[config.mk]
export PLATFORM = sky130hd
export DESIGN_NAME = spi_reg_ctrl
export DESIGN_NICKNAME = d
export VERILOG_FILES = /design/src/rtl/spi_reg_ctrl.sv
export SDC_FILE = /design/constraint.sdc
export NUM_CORES = 1
export LEC_CHECK = 0
export CAP_MARGIN = 5
export CORE_MARGIN = 1
export CORE_UTILIZATION = 40
export DETAILED_ROUTE_END_ITERATION = 10
export DONT_BUFFER_PORTS = 1
export PLACE_DENSITY_LB_ADDON = 0.1
export SKIP_LAST_GASP = 1
export SYNTH_ARGS = -nofsm -noshare
export SYNTH_HDL_FRONTEND = slang
export SYNTH_SLANG_ARGS = --single-unit
[constraint.sdc]
create_clock -name clk -period 3.8 [get_ports clk]
set_clock_uncertainty 0.1 [all_clocks]
set_input_delay 0.76 -clock clk [delete_from_list [all_inputs] [get_ports clk]]
set_output_delay 0.76 -clock clk [all_outputs]
set_load 0.01 [all_outputs]
[src/rtl/spi_reg_ctrl.sv]
// Command/register stage behind a byte-wide SPI slave. It decodes read/write
// frames into an 8-bit register bank and supplies the reply byte for the next frame.
module spi_reg_ctrl #(
  parameter int N_REGS  = 8,
  parameter int ADDR_W  = 3,
  parameter int TIMEOUT = 50000
) (
  input  logic                  clk,
  input  logic                  rst,
  input  logic [7:0]            data_in,
  input  logic                  tx_send,
  input  logic [7:0]            status_in,
  output logic [7:0]            data_out,
  output logic [8*N_REGS-1:0]   reg_flat,
  output logic                  wr_strobe,
  output logic [ADDR_W-1:0]     wr_addr,
  output logic                  err_flag,
  output logic                  busy
);

  localparam logic [1:0] S_IDLE       = 2'd0;
  localparam logic [1:0] S_WAIT_DATA  = 2'd1;
  localparam logic [1:0] S_WAIT_DUMMY = 2'd2;

  localparam logic [ADDR_W-1:0] STATUS_ADDR = ADDR_W'(N_REGS - 1);
  localparam logic [15:0]       CNT_LAST    = 16'(TIMEOUT - 1);

  logic [1:0]        state;
  logic [1:0]        state_nxt;
  logic [ADDR_W-1:0] cmd_addr;
  logic [15:0]       cnt;
  logic [7:0]        regs [N_REGS];

  logic [6:0]        rx_addr;
  logic [ADDR_W-1:0] rx_idx;
  logic              addr_ok;
  logic              expired;
  logic [7:0]        rd_data;

  assign rx_addr = data_in[6:0];
  assign rx_idx  = rx_addr[ADDR_W-1:0];
  assign addr_ok = ({1'b0, rx_addr} < 8'(N_REGS));
  assign expired = (cnt == CNT_LAST);
  assign rd_data = (rx_idx == STATUS_ADDR) ? status_in : regs[rx_idx];

  // NOTE: every signal written in always_comb gets a default first so no latch is inferred.
  always_comb begin
    state_nxt = state;
    case (state)
      S_IDLE: begin
        if (tx_send && addr_ok)
          state_nxt = data_in[7] ? S_WAIT_DATA : S_WAIT_DUMMY;
      end
      S_WAIT_DATA, S_WAIT_DUMMY: begin
        if (tx_send || expired)
          state_nxt = S_IDLE;
      end
      default: state_nxt = S_IDLE;
    endcase
  end

  // NOTE: sequential state uses non-blocking assignments only, so every flop samples pre-edge values.
  always_ff @(posedge clk or posedge rst) begin
    if (rst) begin
      state     <= S_IDLE;
      busy      <= 1'b0;
      data_out  <= 8'h00;
      wr_strobe <= 1'b0;
      wr_addr   <= '0;
      err_flag  <= 1'b0;
      cnt       <= '0;
      cmd_addr  <= '0;
    end else begin
      state     <= state_nxt;
      busy      <= (state_nxt != S_IDLE);
      wr_strobe <= 1'b0;
      case (state)
        S_IDLE: begin
          cnt <= '0;
          if (tx_send) begin
            if (addr_ok) begin
              err_flag <= 1'b0;
              cmd_addr <= rx_idx;
              data_out <= data_in[7] ? 8'h00 : rd_data;
            end else begin
              err_flag <= 1'b1;
              data_out <= 8'hEE;
            end
          end
        end
        S_WAIT_DATA, S_WAIT_DUMMY: begin
          // A frame arriving on the expiry cycle takes priority over the abort.
          if (tx_send) begin
            cnt      <= '0;
            data_out <= 8'h00;
            if (state == S_WAIT_DATA && cmd_addr != STATUS_ADDR) begin
              wr_strobe <= 1'b1;
              wr_addr   <= cmd_addr;
            end
          end else if (expired) begin
            err_flag <= 1'b1;
            data_out <= 8'h00;
          end else begin
            cnt <= cnt + 16'd1;
          end
        end
        default: begin
          cnt <= '0;
        end
      endcase
    end
  end

  // NOTE: the register bank is reset because its contents drive board logic directly.
  always_ff @(posedge clk or posedge rst) begin
    if (rst) begin
      for (int i = 0; i < N_REGS; i++)
        regs[i] <= 8'h00;
    end else begin
      regs[N_REGS-1] <= status_in;
      for (int i = 0; i < N_REGS - 1; i++) begin
        if (state == S_WAIT_DATA && tx_send && cmd_addr == ADDR_W'(i))
          regs[i] <= data_in;
      end
    end
  end

  always_comb begin
    reg_flat = '0;
    for (int k = 0; k < N_REGS; k++)
      reg_flat[8*k +: 8] = regs[k];
  end

endmodule
==> metrics.md <==
| Metric | Value |
|---|---|
| Status | finished, final reports clean |
| Initial antenna violation count | 0 |
| CP Max Fanout | 8 |
| GPL Wtd Cong | 0.796 |
| Initial Utilization | between 40% and 50% |
| Remaining antenna violation count | 0 |
| Final hold vios | 0 |
| Fraction of registers with async set/reset | 100% |
| Warnings from Yosys | 0 |
| Ports | between 90 and 100 |
| Dpl cell area | 4650 um^2 |
| Post-Syn Instances | between 300 and 400 |
| Clock root cell | clkbuf_8 |
| Unrepaired setup endpoints after global routing | false |
| Filler cells | 1021 |
| Total GRT Usage | 20.1% |
| Ys flop type | dfrtp_1 |
| Crit path max-delay family | simple AND/OR/NAND/NOR gates |
| Slew @ Worst Pin | around 1.1 ns |
| Fmax | ~430 MHz |
| Post-synthesis sequential area ratio | between 50% and 60% |
| Number of remaining DRC errors | 0 |
| Storage element area | 2480 um^2 |
| Worst slew margin | between 20% and 30% |
| Number of synthesized register bits | between 90 and 100 |
| CTS tree | yes |
| Setup TNS | 0 ns |
| Htree depth | 3 |
| Ant diodes | 0 |
| Vias | 2809 |
| Cell area after layout | 4830 um^2 |
| WP data required | between 3 and 4 ns |
| Share of layout cells above drive strength 1 | 27.9% |
| TritonCTS Buffers | 9 |
| Hold_buf cts | 0 |
| Post-synthesis average cell area | roughly 13 um^2 |
| # Max-Cap Violations | 0 |
| Cell variety after synth | 42 |
| Flop pwr share | 57.9% |
| Mapped Area | around 4500 um^2 |
| Setup repair bufs after CTS | 0 |
| Worst setup path category | flop to flop |
| Via density | ~5.7 |
| Fin nets | 373 |
| Vias in the first global route | between 2000 and 3000 |
| Synth Net Count | 374 |
| Sw Ratio | about a third |
| DPL Wire Length | approximately 7400 um |
| Comb pwr share | about a fifth |
| Final setup vio count | 0 |
| GRT overflow | 0 |
| Drt initial violations | 98 |
| Core area | 10900 um^2 |
| Resize count post-CTS | 0 |
| Std cell rows | 38 |
| Port bufs | 0 |
| Slew Limit Fails | 0 |
| Clock Latency Late Sink | roughly 0.37 ns |
| Slowest-stage cell, CP | nor2_1 |
| Die height | around 110 um |
| Critical path endpoint category | flop |
| Critical path, cell by cell | inv_1 -> ha_1 -> nand3b_1 -> nor2_1 -> mux2_2 |
| Multi-input gate area | roughly 2000 um^2 |
| Chip Width | between 100 and 150 um |
| Area of the die | ~12000 um^2 |
| Number of detailed-route iterations in the first pass | 5 |
| Net switching power | about 1.0 mW |
| Leakage | about 2.2 nW |
| Cell Pwr Density | between 600 and 700 nW/um^2 |
| Internal power | approximately 1.9 mW |
| Clk pwr share | a little over a fifth |
| Slowest stage delay, CP | a little over 0.8 ns |
| Tcrit/Tclk final | 60.8% |
| Clock sinks | between 90 and 100 |
| Synthesis-to-finish area growth | 7.19% |
| Worst Hold Class | primary input to async pin |
| Clock Path Buffers | 2 |
| Worst path arrival time | 2.48 ns |
| Post-DR wirelength/cell | around 22 um |
| Clock slew at reported path FFs | 0.09 ns |
| Power consumption | 2.93 mW |
| Worst vdd ir | 0.334 mV |
| Number of synthesized flops with an enable pin | 0 |
| Largest net degree at the start of global routing | 100 |
| Fin crit period | approximately 2.3 ns |
| Critical Path Source Type | flop |
| CP Buf/Inv Count | 1 |
| Routed WL | 11000 um |
| First-pass GRT wire length | about 17000 um |
## cell usage after synthesis (2+ instances only)
library cell  count  area, um^2
a2111oi_0         5        43.8
a211oi_1          5        37.5
a21oi_1           5        25.0
a31oi_1           3        18.8
and2_1            2        12.5
and4bb_2          2        25.0
buf_2             4        20.0
clkbuf_1          9        33.8
dfrtp_1          99        2480
ha_1              4        50.1
inv_1             6        22.5
mux2_2           60         676
mux2i_1           3        30.0
mux4_2           11         248
nand2_1          30         113
nand2b_1          4        25.0
nand3_1           9        45.0
nand4_1           4        25.0
nand4_4           2        42.5
nor2_1           25        93.8
nor2b_1          11        68.8
nor3_1            7        35.0
o21ai_0           6        30.0
o221ai_1          5        43.8
or3_1             2        12.5
xnor2_1           5        43.8
xor2_1            8        70.1
## worst register-to-register path: stages, from the launching register on
cell	delay, ns
dfrtp_1	0.43
inv_1	0.09
ha_1	0.20
nand3b_1	0.15
nor2_1	0.82
mux2_2	0.42
## routing by layer
layer | share of wire [%] | vias to the layer above | GRT usage [%]
met4 | 2.1 | 0 | 6.85
met1 | 41 | 1443 | 24.3
met5 | 0 | - | 0
met3 | 7.0 | 16 | 7.96
met2 | 49 | 78 | 32.5
li1 | - | 1272 | -
## area by class of cell
type,instances,share of cell area (%)
clock buffers,12,3.00
inverters,6,0.518
multi-input cells,232,40.4
well taps,140,3.63
flip-flops and latches,99,51.3
repair buffers,2,0.570
clock inverters,4,0.648
## sequential cells by signal, summed over array words and instances (netlist names)
signal     flops
wr_addr        3
cmd_addr       3
wr_strobe      1
err_flag       1
state          2
reg_flat      64
busy           1
data_out       8
cnt           16
## metrics by stage
stage / hold WS, ns / util (%) / instances / setup WS (ns)
floorplan: 0.397 / - / 351 / 0.350
global placement: 0.421 / 42.7 / 479 / 1.41
detailed placement: 0.428 / 42.7 / 479 / 1.39
CTS: 0.271 / 44.4 / 495 / 1.42
global route: 0.260 / 44.4 / 495 / 1.36
finish: 0.267 / 44.4 / 495 / 1.49
## cell usage in the layout (no fill, tap or decap), types with 7 or more instances in the layout
cell type / n
nor2b_1: 11
dfrtp_1: 99
nand2_1: 30
mux4_2: 11
xor2_1: 8
nand3_1: 9
nor3_1: 7
mux2_2: 60
clkbuf_8: 10
nor2_1: 25
## cell families after synthesis
kind of cell    Yosys count  share of synthesized area, %
fa+ha+maj                 4                          1.11
mux                      74                          21.2
buf+inv                  20                          1.78
compound gates           34                          5.30
xor+xnor                 13                          2.53
flops                    99                          55.0
simple gates            107                          13.2
## power groups by stage
stage	Clock, mW	Combinational, mW	Sequential, mW
5_1_grt	0.709	0.657	1.74
3_3_place_gp	0	0.586	1.72
6_report	0.639	0.594	1.70
4_1_cts	0.671	0.601	1.70
2_1_floorplan	0	0.507	1.61
3_5_place_dp	0	0.601	1.72
## worst paths after layout
path,startpoint,end,slack (ns),cells after the start
hold reg to reg,cnt[15]$_DFFE_PP0P_,cnt[15]$_DFFE_PP0P_,0.44,2
setup / recovery,state[1]$_DFF_PP0_,reg_flat[26]$_DFFE_PP0P_,1.49,5
setup reg to reg,state[1]$_DFF_PP0_,reg_flat[26]$_DFFE_PP0P_,1.49,5
min in group clk,status_in[5],reg_flat[61]$_DFF_PP0_,0.30,0
max in group asynchronous,rst,reg_flat[48]$_DFFE_PP0P_,2.93,2
hold / removal,rst,cnt[13]$_DFFE_PP0P_,0.27,2
No activity file was read; power rests on OpenSTA's default activity.
